--- src/rtl/rover_reset_sequencer_pkg.sv ---
// rover_reset_sequencer_pkg
//   Shared types and constants for the rover reset sequencer.
//   - rstseq_state_t : sequencer FSM states, 3-bit encoding (also exported on seq_state)
//   - RSTSEQ_MAX_STAGES : upper bound on NUM_STAGES
package rover_reset_sequencer_pkg;

    localparam int RSTSEQ_MAX_STAGES = 8;

    typedef enum logic [2:0] {
        WAIT_LOCK = 3'd0,
        RELEASE   = 3'd1,
        HOLD      = 3'd2,
        WAIT_RDY  = 3'd3,
        RUN       = 3'd4,
        TEARDOWN  = 3'd5,
        FAULT     = 3'd6
    } rstseq_state_t;

endpackage

--- src/rtl/rover_reset_sequencer_lock_filter.sv ---
// rstseq_lock_filter
//   Consecutive-cycle filter on the PLL lock indication. lock_ok is high once
//   pll_locked has been seen high for LOCK_FILTER_CYC consecutive cycles; any
//   low cycle (or clr) restarts the count. The count saturates.
// Ports
//   clk_100M   in   system clock
//   sysrstn    in   synchronous active-low reset
//   clr        in   restart the count (held while the sequencer is not waiting for lock)
//   pll_locked in   lock indication, already synchronous
//   lock_ok    out  filtered lock
module rstseq_lock_filter #(
    parameter int LOCK_FILTER_CYC = 1024
) (
    input  logic clk_100M,
    input  logic sysrstn,
    input  logic clr,
    input  logic pll_locked,
    output logic lock_ok
);

    localparam int CW = $clog2(LOCK_FILTER_CYC + 1);
    localparam logic [CW-1:0] CNT_MAX = CW'(LOCK_FILTER_CYC);

    logic [CW-1:0] cnt_q, cnt_d;

    always_comb begin
        cnt_d = cnt_q;
        if (clr || !pll_locked) begin
            cnt_d = '0;
        end else if (cnt_q != CNT_MAX) begin
            cnt_d = cnt_q + 1'b1;
        end
    end

    always_ff @(posedge clk_100M) begin
        if (!sysrstn) begin
            cnt_q <= '0;
        end else begin
            cnt_q <= cnt_d;
        end
    end

    assign lock_ok = (cnt_q == CNT_MAX);

endmodule

--- src/rtl/rover_reset_sequencer.sv ---
// rover_reset_sequencer
//   Releases subsystem resets in index order once the clock generator is
//   locked, waiting a fixed delay and then for each stage's ready flag before
//   moving on. Lock loss or a software request tears resets down in reverse
//   order, one released stage per cycle, then the sequence restarts.
//   Optional readiness watchdog: define RSTSEQ_WATCHDOG_EN.
// Ports
//   clk_100M     in   system clock
//   sysrstn      in   synchronous active-low reset
//   pll_locked   in   clock generator lock (synchronous)
//   sw_rst_req   in   one-cycle pulse: tear down and re-sequence / clear fault
//   stage_ready  in   per-stage initialised flags
//   stage_rstn   out  per-stage active-low resets (registered)
//   all_up       out  high only in RUN (registered)
//   fault        out  readiness timeout latched (watchdog builds only)
//   fault_stage  out  stage index that timed out
//   seq_state    out  FSM state for debug
module rover_reset_sequencer
    import rover_reset_sequencer_pkg::*;
#(
    parameter int NUM_STAGES      = 4,
    parameter int LOCK_FILTER_CYC = 1024,
    parameter int STAGE_DELAY_CYC = 1000,
    parameter int WDT_CYC         = 1_000_000
) (
    input  logic                  clk_100M,
    input  logic                  sysrstn,
    input  logic                  pll_locked,
    input  logic                  sw_rst_req,
    input  logic [NUM_STAGES-1:0] stage_ready,
    output logic [NUM_STAGES-1:0] stage_rstn,
    output logic                  all_up,
    output logic                  fault,
    output logic [((NUM_STAGES > 1) ? $clog2(NUM_STAGES) : 1)-1:0] fault_stage,
    output logic [2:0]            seq_state
);

    localparam int IW = (NUM_STAGES > 1) ? $clog2(NUM_STAGES) : 1;
    localparam int DW = $clog2(STAGE_DELAY_CYC + 1);
    localparam logic [IW-1:0] LAST_STAGE = IW'(NUM_STAGES - 1);
    // STAGE_DELAY_CYC >= 1: HOLD lasts exactly STAGE_DELAY_CYC cycles
    localparam logic [DW-1:0] DLY_LAST   = DW'(STAGE_DELAY_CYC - 1);

    rstseq_state_t         state_q, state_d;
    logic [IW-1:0]         idx_q, idx_d;
    logic [DW-1:0]         dly_q, dly_d;
    logic [NUM_STAGES-1:0] rstn_q, rstn_d;
    logic                  all_up_q, all_up_d;
    logic                  lock_ok;
    logic                  abort_req;

    rstseq_lock_filter #(
        .LOCK_FILTER_CYC (LOCK_FILTER_CYC)
    ) u_lock_filter (
        .clk_100M   (clk_100M),
        .sysrstn    (sysrstn),
        .clr        (state_q != WAIT_LOCK),
        .pll_locked (pll_locked),
        .lock_ok    (lock_ok)
    );

    // A single abort covers lock loss and sw request arriving together.
    assign abort_req = !pll_locked || sw_rst_req;

`ifdef RSTSEQ_WATCHDOG_EN
    localparam int WW = $clog2(WDT_CYC + 1);
    localparam logic [WW-1:0] WDT_MAX  = WW'(WDT_CYC);
    localparam logic [WW-1:0] WDT_LAST = WW'(WDT_CYC - 1);

    logic [WW-1:0] wdt_q, wdt_d;
    logic          fault_q, fault_d;
    logic [IW-1:0] fstage_q, fstage_d;

    // Counts cycles since the current stage's RELEASE (RELEASE itself is 1).
    always_comb begin
        wdt_d = wdt_q;
        if (state_q == RELEASE) begin
            wdt_d = WW'(1);
        end else if ((state_q == HOLD || state_q == WAIT_RDY) && wdt_q != WDT_MAX) begin
            wdt_d = wdt_q + 1'b1;
        end
    end
`else
    logic unused_wdt;
    assign unused_wdt = (WDT_CYC == 0);
`endif

    always_comb begin
        state_d = state_q;
        idx_d   = idx_q;
        dly_d   = dly_q;
        rstn_d  = rstn_q;
`ifdef RSTSEQ_WATCHDOG_EN
        fault_d  = fault_q;
        fstage_d = fstage_q;
`endif
        case (state_q)
            WAIT_LOCK: begin
                if (sw_rst_req) begin
                    state_d = TEARDOWN;
                end else if (lock_ok) begin
                    state_d = RELEASE;
                    idx_d   = '0;
                end
            end
            RELEASE: begin
                if (abort_req) begin
                    state_d = TEARDOWN;
                end else begin
                    rstn_d[idx_q] = 1'b1;
                    dly_d         = '0;
                    state_d       = HOLD;
                end
            end
            HOLD: begin
                if (abort_req) begin
                    state_d = TEARDOWN;
                end else if (dly_q == DLY_LAST) begin
                    state_d = WAIT_RDY;
                end else begin
                    dly_d = dly_q + 1'b1;
                end
            end
            WAIT_RDY: begin
                if (abort_req) begin
                    state_d = TEARDOWN;
                end else if (stage_ready[idx_q]) begin
                    if (idx_q == LAST_STAGE) begin
                        state_d = RUN;
                    end else begin
                        idx_d   = idx_q + 1'b1;
                        state_d = RELEASE;
                    end
                end
`ifdef RSTSEQ_WATCHDOG_EN
                else if (wdt_q >= WDT_LAST) begin
                    state_d  = FAULT;
                    rstn_d   = '0;
                    fault_d  = 1'b1;
                    fstage_d = idx_q;
                end
`endif
            end
            RUN: begin
                if (abort_req) begin
                    state_d = TEARDOWN;
                end
            end
            TEARDOWN: begin
                // Released stages are always a contiguous run from bit 0, so a
                // right shift drops exactly the highest released stage.
                rstn_d = rstn_q >> 1;
                if ((rstn_q >> 1) == '0) begin
                    state_d = WAIT_LOCK;
                end
            end
            FAULT: begin
                rstn_d = '0;
                if (sw_rst_req) begin
                    state_d = WAIT_LOCK;
`ifdef RSTSEQ_WATCHDOG_EN
                    fault_d  = 1'b0;
                    fstage_d = '0;
`endif
                end
            end
            default: begin
                state_d = WAIT_LOCK;
                rstn_d  = '0;
            end
        endcase
        all_up_d = (state_d == RUN);
    end

    always_ff @(posedge clk_100M) begin
        if (!sysrstn) begin
            state_q  <= WAIT_LOCK;
            idx_q    <= '0;
            dly_q    <= '0;
            rstn_q   <= '0;
            all_up_q <= 1'b0;
`ifdef RSTSEQ_WATCHDOG_EN
            wdt_q    <= '0;
            fault_q  <= 1'b0;
            fstage_q <= '0;
`endif
        end else begin
            state_q  <= state_d;
            idx_q    <= idx_d;
            dly_q    <= dly_d;
            rstn_q   <= rstn_d;
            all_up_q <= all_up_d;
`ifdef RSTSEQ_WATCHDOG_EN
            wdt_q    <= wdt_d;
            fault_q  <= fault_d;
            fstage_q <= fstage_d;
`endif
        end
    end

    assign stage_rstn = rstn_q;
    assign all_up     = all_up_q;
    assign seq_state  = state_q;
`ifdef RSTSEQ_WATCHDOG_EN
    assign fault       = fault_q;
    assign fault_stage = fstage_q;
`else
    assign fault       = 1'b0;
    assign fault_stage = '0;
`endif

endmodule

--- config.mk ---
export PLATFORM = sky130hd
export DESIGN_NAME = rover_reset_sequencer
export DESIGN_NICKNAME = d
export VERILOG_FILES = /design/src/rtl/rover_reset_sequencer_pkg.sv /design/src/rtl/rover_reset_sequencer_lock_filter.sv /design/src/rtl/rover_reset_sequencer.sv
export SDC_FILE = /design/constraint.sdc
export NUM_CORES = 1
export LEC_CHECK = 0
export BUFFER_PORTS_ARGS = -buffer_cell sky130_fd_sc_hd__buf_2
export CAP_MARGIN = 5
export CORE_ASPECT_RATIO = 1.4
export CORE_MARGIN = 2
export CORE_UTILIZATION = 58
export DETAILED_ROUTE_END_ITERATION = 12
export PLACE_DENSITY = 0.75
export SLEW_MARGIN = 20
export SYNTH_ARGS = -nofsm -noshare
export SYNTH_HDL_FRONTEND = slang
export SYNTH_SLANG_ARGS = --single-unit
--- constraint.sdc ---
create_clock -name clk_100M -period 2.39 [get_ports clk_100M]
set_clock_uncertainty 0.05 [all_clocks]
set_input_delay 0.239 -clock clk_100M [delete_from_list [all_inputs] [get_ports clk_100M]]
set_output_delay 0.239 -clock clk_100M [all_outputs]
set_load 0.05 [all_outputs]
==> flow_metrics.env, run 1 <==
export IMPL_status="complete, no violations"
export IMPL_port_buffers=15
export IMPL_p_leak_nw=0.700
export IMPL_ys_ff_latch=31
export IMPL_powerDensity_mw_per_mm2=566
export IMPL_first_global_vias=1404
export IMPL_worstSetupStartpointType="flop"
export IMPL_yosysTopAreaCell="dfxtp_1"
export IMPL_dp_final_hpwl_mm=2.72
export IMPL_clockBufferDepth=2
export IMPL_synth_avg_cell_area_um2=8.78
export IMPL_dpl_instance_area_mm2=0.00186
export IMPL_synth_edf_count=0
export IMPL_critPathBufInv=0
export IMPL_cap_violations=0
export IMPL_slowest_delay_ns=0.67
export IMPL_clkTransAtPathRegs_ns=0.07
export IMPL_die_h_um=69.6
export IMPL_crit_type="flop to flop"
export IMPL_crit_required_ns=2.55
export IMPL_grt_usage_pct=23.0
export IMPL_synth_seq_area_share_pct=34.8
export IMPL_worst_slew_pin_slew_ns=0.555
export IMPL_cts_setup_buffers=0
export IMPL_final_area_mm2=0.00194
export IMPL_yosysMostFrequentCell="dfxtp_1"
export IMPL_ctsResizeCount=0
export IMPL_cts_num_sinks=31
export IMPL_synth_area_leaders="dfxtp_1 (35%), ha_1 (4.9%), nand3_1 (3.9%), xnor2_1 (3.4%), a21oi_1 (3.4%)"
export IMPL_yosysTopAreaCellShare_pct=34.8
export IMPL_core_area_mm2=0.00291
export IMPL_netlist_instances=203
export IMPL_core_rowCount=23
export IMPL_fp_dieW_um=50.9
export IMPL_max_slew_margin_pct=63.0
export IMPL_grt_max_degree=18
export IMPL_period_needed_ns=1.86
export IMPL_area_growth_pct=8.98
export IMPL_cts_root_buf="clkbuf_8"
export IMPL_ant_nets=0
export IMPL_drt_iter0_drc=48
export IMPL_cp_max_fo=14
export IMPL_n_fill_cell=250
export IMPL_top_level_ports=19
export IMPL_crit_slowest_cell="dfxtp_1"
export IMPL_end_kind="flop"
export IMPL_fmax_ghz=0.537
export IMPL_grt_antenna_before_repair=0
export IMPL_vias=1511
export IMPL_synth_cell_area_mm2=0.00178
export IMPL_start_util_pct=61.3
export IMPL_tns_ns=0
export IMPL_insertion_delay_ns=0.28
export IMPL_h_tree_depth=2
export IMPL_wire_per_inst_um=14.1
export IMPL_drive_gt1_share_pct=14.5
export IMPL_crit_chain="xor2_4, nand4_2, or4_1, a21oi_1"
export IMPL_grt_pass1_wl_mm=6.29
export IMPL_cp_arrival_ns=2.03
export IMPL_grt_ovfl_total=0
export IMPL_routed_wl_mm=3.62
export IMPL_async_reset_ff_share_pct=0
export IMPL_rsz0062_at_grt="no"
export IMPL_cts_hold_buf=0
export IMPL_die_area_mm2=0.00354
export IMPL_antenna_cells=0
export IMPL_min_period_over_period_pct=78.0
export IMPL_ys_top_cells_by_count="dfxtp_1 (31), nand2_1 (16), nand3_1 (14)"
export IMPL_final_nets=235
export IMPL_synth_cell_types=53
export IMPL_synth_warnings=0
export IMPL_synth_ff_type="dfxtp_1"
export IMPL_hp_class="input port to flop"
export IMPL_maxSlewViolCount=0
export IMPL_finalPower_mw=1.10
export IMPL_hold_viol=0
export IMPL_avgViaCountPerCell=5.88
export IMPL_routabilityCongestion=0.791
export IMPL_first_pass_iters=4
export IMPL_cp_top_family="simple AND/OR/NAND/NOR gates"
export IMPL_vdd_drop_max_mv=0.562
export IMPL_setup_viol=0
export IMPL_cts_tree="done"
export IMPL_cts_made_buffers=5
export IMPL_remaining_drc_errors=0
==> registers in the layout, summed over array words and instances, names as in the netlist <==
name                 count
seq_state                3
idx_q                    2
all_up                   1
u_lock_filter.cnt_q     11
dly_q                   10
stage_rstn               4
==> worst paths after layout <==
kind / cells after the start / to / slack (ns) / from
min: 3 / stage_rstn[3] / 0.25 / sysrstn
min reg2reg: 2 / stage_rstn[0] / 0.43 / stage_rstn[0]
max reg2reg: 4 / dly_q[9] / 0.53 / seq_state[0]
max: 4 / dly_q[9] / 0.53 / seq_state[0]
==> metal layers <==
layer,share of wire (%),vias up,global-route usage (%)
met3,4.0,6,6.03
met2,52,28,38.7
met1,42,716,26.9
met4,1.6,0,9.61
met5,0,-,0
li1,-,761,-
==> layout by cell type, fill, tap and decap left out, drive strengths merged, types with 4 or more instances in the layout <==
master	n
clkbuf	6
mux2i	6
nand3	14
or3	6
nor3	5
nand2	17
xnor2	7
o21ai	10
dfxtp	31
a21oi	12
buf	16
nor2	12
ha	7
inv	11
nor4	4
nand4	6
==> kinds of logic after synthesis <==
family                     synth area share, %
xor gates and xnor gates                  5.97
DFF                                       34.8
and+or+nand+nor                           28.1
other                                    0.210
AOI/OAI and AO/OA                         15.4
muxes                                     4.63
buffers and inverters                     5.89
adders and majority gates                 4.91
==> area by class of cell <==
type                            count  area (um^2)  area share [%]
Clock buffer                        6         82.6            4.25
Clock inverter                      1         5.00           0.258
Inverter                           11         41.3            2.12
Multi-Input combinational cell    155         1060            54.8
Sequential cell                    31          621            31.9
Tap cell                           37         46.3            2.38
Timing Repair Buffer               16         82.6            4.25
==> power by group <==
group / internal (mW) / switching [mW] / total, mW
combinational: 0.0456 / 0.0963 / 0.142
sequential: 0.526 / 0.0166 / 0.543
clock: 0.226 / 0.190 / 0.416
==> per-stage QoR <==
| stage | setup slack (ns) | utilization [%] | instances | hold WS [ns] |
|---|---|---|---|---|
| 4_1_cts | 0.545 | 66.9 | 257 | 0.248 |
| 5_1_grt | 0.412 | 66.9 | 257 | 0.254 |
| 2_1_floorplan | 0.464 | - | 205 | 0.365 |
| 3_3_place_gp | 0.655 | 63.8 | 250 | 0.406 |
| 3_5_place_dp | 0.566 | 63.8 | 250 | 0.418 |
| 6_report | 0.527 | 66.9 | 257 | 0.254 |
==> worst reg2reg max path, stage by stage, from the launching register on <==
cell and delay (ns):
dfxtp_1 0.67, xor2_4 0.22, nand4_2 0.18, or4_1 0.52, a21oi_1 0.16
(Power assumes the default switching activity.)
==> inputs of run 2 (changes only) <==
==> constraint.sdc (replaced) <==
create_clock -name clk_100M -period 1.8 [get_ports clk_100M]
set_clock_uncertainty 0.05 [all_clocks]
set_input_delay 0.18 -clock clk_100M [delete_from_list [all_inputs] [get_ports clk_100M]]
set_output_delay 0.18 -clock clk_100M [all_outputs]
set_load 0.05 [all_outputs]
==> run 2 against run 1 <==
Effect of this change: flip-flop and latch count is the same; count of clock-buffer cells in the layout is the same; total power grew 34%; core utilization grew 1.9 points; sequential share of layout area shrank 0.67 points; die area is the same; cell count grew 1.9%; non-clock buffer count grew 5; cell area grew 2.8%; critical path type unchanged; highest routed layer unchanged.
==> flow_metrics.env, run 2 (synthesized netlist as in run 1, its figures left out) <==
export IMPL_ant_nets=0
export IMPL_min_period_over_period_pct=93.7
export IMPL_cts_root_buf="clkbuf_8"
export IMPL_clkTransAtPathRegs_ns=0.06
export IMPL_core_rowCount=23
export IMPL_n_fill_cell=252
export IMPL_cp_max_fo=14
export IMPL_crit_type="flop to flop"
export IMPL_top_level_ports=19
export IMPL_grt_pass1_wl_mm=6.40
export IMPL_min_path_cells=3
export IMPL_min_to="stage_rstn[3]"
export IMPL_final_common_cell="dfxtp_1"
export IMPL_slowest_delay_ns=0.51
export IMPL_r2r_start="seq_state[0]"
export IMPL_hp_class="input port to flop"
export IMPL_area_growth_pct=12.0
export IMPL_antenna_cells=0
export IMPL_drive_gt1_share_pct=18.7
export IMPL_cts_tree="done"
export IMPL_die_area_mm2=0.00354
export IMPL_die_h_um=69.6
export IMPL_wire_per_inst_um=13.8
export IMPL_routed_wl_mm=3.62
export IMPL_start_util_pct=61.3
export IMPL_grt_max_degree=15
export IMPL_r2r_slack_ns=0.11
export IMPL_first_pass_iters=4
export IMPL_cts_made_buffers=5
export IMPL_crit_chain="xor2_4, nand4_2, or4_1, a21oi_1"
export IMPL_cap_violations=0
export IMPL_avgViaCountPerCell=5.82
export IMPL_dpl_instance_area_mm2=0.00188
export IMPL_crit_start="seq_state[0]"
export IMPL_tns_ns=0
export IMPL_fmax_ghz=0.593
export IMPL_h_tree_depth=2
export IMPL_dp_final_hpwl_mm=2.78
export IMPL_crit_slowest_cell="dfxtp_2"
export IMPL_mostFrequentLayoutCells="dfxtp_1 (28), nand2_1 (16), buf_2 (15), nand3_1 (14)"
export IMPL_crit_required_ns=1.97
export IMPL_r2r_cells=4
export IMPL_status="complete, no violations"
export IMPL_worstSetupStartpointType="flop"
export IMPL_end_kind="flop"
export IMPL_period_needed_ns=1.69
export IMPL_critPathBufInv=0
export IMPL_insertion_delay_ns=0.29
export IMPL_cts_num_sinks=31
export IMPL_grt_antenna_before_repair=0
export IMPL_port_buffers=15
export IMPL_maxSlewViolCount=0
export IMPL_grt_usage_pct=23.7
export IMPL_whs_ns=0.191
export IMPL_max_flop_register="u_lock_filter.cnt_q"
export IMPL_drt_iter0_drc=21
export IMPL_hold_viol=0
export IMPL_rsz0062_at_grt="yes"
export IMPL_hp_start="sysrstn"
export IMPL_finalPower_mw=1.48
export IMPL_routabilityCongestion=0.811
export IMPL_setup_viol=0
export IMPL_powerDensity_mw_per_mm2=739
export IMPL_first_global_vias=1451
export IMPL_vias=1524
export IMPL_p_leak_nw=0.728
export IMPL_core_area_mm2=0.00291
export IMPL_cts_hold_buf=0
export IMPL_clockBufferDepth=2
export IMPL_fp_dieW_um=50.9
export IMPL_vdd_drop_max_mv=0.694
export IMPL_grt_ovfl_total=0
export IMPL_final_nets=240
export IMPL_final_area_mm2=0.00200
export IMPL_remaining_drc_errors=0
export IMPL_cp_arrival_ns=1.85
export IMPL_cp_top_family="simple AND/OR/NAND/NOR gates"
export IMPL_postLayoutCoreUtil_pct=68.7
export IMPL_reg2reg_to="dly_q[9]"
export IMPL_largest_reg_flops=11
## run 2: final cells by class
type,instances,area [um^2],area share [%]
timing repair buffer,21,120,6.02
clock buffer,6,82.6,4.14
clock inverter,1,5.00,0.251
multi-input combinational,155,1080,53.9
sequential,31,624,31.3
inverter,11,41.3,2.07
tap,37,46.3,2.32
## run 2: worst max path at each step
stage,depth (start not counted),end,slack (ns)
finish,4,dly_q[9],0.11
global route,5,dly_q[1],-0.01
CTS,4,idx_q[1],0.04
detailed placement,4,idx_q[1],0.06
global placement,4,idx_q[0],0.14
floorplan,5,dly_q[9],0.06
## run 2: repair_timing
| item | CTS | global route |
|---|---|---|
| setup buffers | 0 | 2 |
| resized for setup | 0 | 3 |
| endpoints found under the setup margin | 0 | 4 |
## run 2: layer usage
metal  share of wire (%)  global-route usage (%)  up-vias  routed length, um
li1                    -                       -      767                  -
met1                  44                    27.5      728               1580
met2                  51                    39.5       24               1850
met3                 3.4                    7.11        5                124
met4                 1.7                    10.2        0                 63
met5                   0                       0        -                  0
## run 2: worst reg2reg max path, delay by kind of cell (launching register included)
family          cells  cell delay (ns)
compound gates      1             0.15
xor+xnor            1             0.21
flops               1             0.51
simple gates        2             0.70
## run 2: per-stage QoR
| step | worst slack (ns) | instances |
|---|---|---|
| 6_report | 0.113 | 262 |
| 5_1_grt | -0.00955 | 262 |
| 3_5_place_dp | 0.0606 | 253 |
| 4_1_cts | 0.0431 | 260 |
| 2_1_floorplan | 0.0640 | 205 |
| 3_3_place_gp | 0.139 | 253 |
## run 2: where the power goes
group	internal (mW)	switching (mW)	leakage (nW)	total [mW]
logic	0.0691	0.126	0.430	0.195
clock network	0.299	0.256	0.0470	0.556
registers	0.700	0.0248	0.252	0.725
total	1.07	0.408	0.728	1.48
==> inputs of run 3 (changes only) <==
--- a/config.mk
+++ b/config.mk
@@ -7,7 +7,7 @@
 export LEC_CHECK = 0
 export BUFFER_PORTS_ARGS = -buffer_cell sky130_fd_sc_hd__buf_2
 export CAP_MARGIN = 5
-export CORE_ASPECT_RATIO = 1.4
+export CORE_ASPECT_RATIO = 1.5
 export CORE_MARGIN = 2
 export CORE_UTILIZATION = 58
 export DETAILED_ROUTE_END_ITERATION = 12
@@ -16,3 +16,4 @@
 export SYNTH_ARGS = -nofsm -noshare
 export SYNTH_HDL_FRONTEND = slang
 export SYNTH_SLANG_ARGS = --single-unit
+export TNS_END_PERCENT = 20
==> run 3 against run 2 <==
Effect of this change: global-route usage is 0.10 points lower; critical path type unchanged; cell count is 0.76% higher; count of clock-buffer cells in the layout is the same.
==> flow_metrics.env, run 3 (synthesized netlist as in run 1, its figures left out) <==
export IMPL_antenna_cells=0
export IMPL_ant_nets=0
export IMPL_period_needed_ns=1.70
export IMPL_fp_dieW_um=49.3
export IMPL_worstSetupStartpointType="flop"
export IMPL_cts_tree="done"
export IMPL_final_nets=239
export IMPL_rsz0062_at_grt="yes"
export IMPL_min_to="stage_rstn[3]"
export IMPL_whs_ns=0.205
export IMPL_r2r_start="idx_q[0]"
export IMPL_p_leak_nw=0.734
export IMPL_crit_chain="mux4_2, and3_1, a211o_1, and4_1"
export IMPL_cts_made_buffers=5
export IMPL_hold_viol=0
export IMPL_clkTransAtPathRegs_ns=0.07
export IMPL_h_tree_depth=2
export IMPL_maxSlewViolCount=0
export IMPL_place_ws_ns=0.0303
export IMPL_die_area_mm2=0.00354
export IMPL_grt_usage_pct=23.6
export IMPL_crit_required_ns=1.93
export IMPL_grt_antenna_before_repair=0
export IMPL_cp_max_fo=4
export IMPL_first_global_vias=1494
export IMPL_r2r_slack_ns=0.1
export IMPL_avgViaCountPerCell=5.94
export IMPL_cp_top_family="multiplexers"
export IMPL_grt_max_degree=16
export IMPL_cts_root_buf="clkbuf_8"
export IMPL_vias=1567
export IMPL_grt_ovfl_total=0
export IMPL_fin_ws_ns=0.0974
export IMPL_critPathBufInv=0
export IMPL_routabilityCongestion=0.806
export IMPL_core_rowCount=24
export IMPL_clockBufferDepth=2
export IMPL_r2r_cells=4
export IMPL_remaining_drc_errors=0
export IMPL_powerDensity_mw_per_mm2=806
export IMPL_tns_ns=0
export IMPL_fmax_ghz=0.587
export IMPL_largest_reg_flops=11
export IMPL_insertion_delay_ns=0.29
export IMPL_vdd_drop_max_mv=0.953
export IMPL_area_growth_pct=13.6
export IMPL_dp_final_hpwl_mm=2.78
export IMPL_crit_type="flop to flop"
export IMPL_routed_wl_mm=3.76
export IMPL_max_flop_register="u_lock_filter.cnt_q"
export IMPL_port_buffers=15
export IMPL_n_fill_cell=263
export IMPL_first_pass_iters=4
export IMPL_core_area_mm2=0.00291
export IMPL_setup_viol=0
export IMPL_crit_start="idx_q[0]"
export IMPL_top_level_ports=19
export IMPL_cts_num_sinks=31
export IMPL_final_common_cell="dfxtp_1"
export IMPL_reg2reg_to="all_up"
export IMPL_hp_start="sysrstn"
export IMPL_hp_class="input port to flop"
export IMPL_drt_iter0_drc=41
export IMPL_place_inst=256
export IMPL_cp_arrival_ns=1.84
export IMPL_min_period_over_period_pct=94.6
export IMPL_cap_violations=0
export IMPL_die_h_um=71.9
export IMPL_slowest_delay_ns=0.54
export IMPL_min_path_cells=3
export IMPL_stdcell_count=264
export IMPL_crit_slowest_cell="mux4_2"
export IMPL_wire_per_inst_um=14.2
export IMPL_end_kind="flop"
export IMPL_grt_pass1_wl_mm=6.47
export IMPL_start_util_pct=61.2
export IMPL_status="complete, no violations"
export IMPL_mostFrequentLayoutCells="dfxtp_1 (27), nand2_1 (16), buf_2 (15), nand3_1 (14)"
export IMPL_drive_gt1_share_pct=19.6
run 3: what timing repair did:
item / CTS / global route
setup endpoints to repair: 0 / 4
hold buffers: 0 / 0
buffers inserted: 0 / 0
resized for setup: 0 / 4
run 3: area by class of cell:
cell class / instances / area, um^2 / share of cell area (%)
clock buffers: 6 / 82.6 / 4.08
clock inverters: 2 / 35.0 / 1.73
inverters: 11 / 41.3 / 2.04
multi-input cells: 155 / 1080 / 53.3
flip-flops and latches: 31 / 626 / 30.9
well taps: 39 / 48.8 / 2.41
repair buffers: 20 / 113 / 5.56
run 3: worst max-delay path by stage:
stage                           to  slack, ns  depth (start not counted)
after floorplan           dly_q[9]       0.06                          5
after global placement    idx_q[1]       0.13                          5
after detailed placement  idx_q[1]       0.03                          5
after CTS                 idx_q[1]      0.006                          5
after global routing      dly_q[0]    -0.0005                          5
final                       all_up        0.1                          4
run 3: per-stage QoR:
step | utilization [%] | power [mW] | area [um^2]
2_1_floorplan | - | 0.893 | 1790
3_3_place_gp | 64.9 | 0.919 | 1890
3_5_place_dp | 64.9 | 0.925 | 1890
4_1_cts | 69.0 | 1.64 | 2010
5_1_grt | 69.5 | 1.69 | 2030
6_report | 69.5 | 1.63 | 2030
run 3: worst register-to-register path, delay by kind of cell (launching register included):
kind	cells	cell delay, ns
muxes	1	0.54
and+or+nand+nor	2	0.39
DFF	1	0.35
AOI/OAI and AO/OA	1	0.27
run 3: per-layer routing:
metal	vias up	share of wire (%)	global-route usage, %
li1	770	-	-
met1	761	40	25.3
met2	29	54	42.8
met3	7	4.3	5.97
met4	0	1.6	11.1
met5	-	0	0
run 3: where the power goes:
group | internal [mW] | switching (mW)
Clock | 0.448 | 0.274
Combinational | 0.0622 | 0.124
Sequential | 0.700 | 0.0246
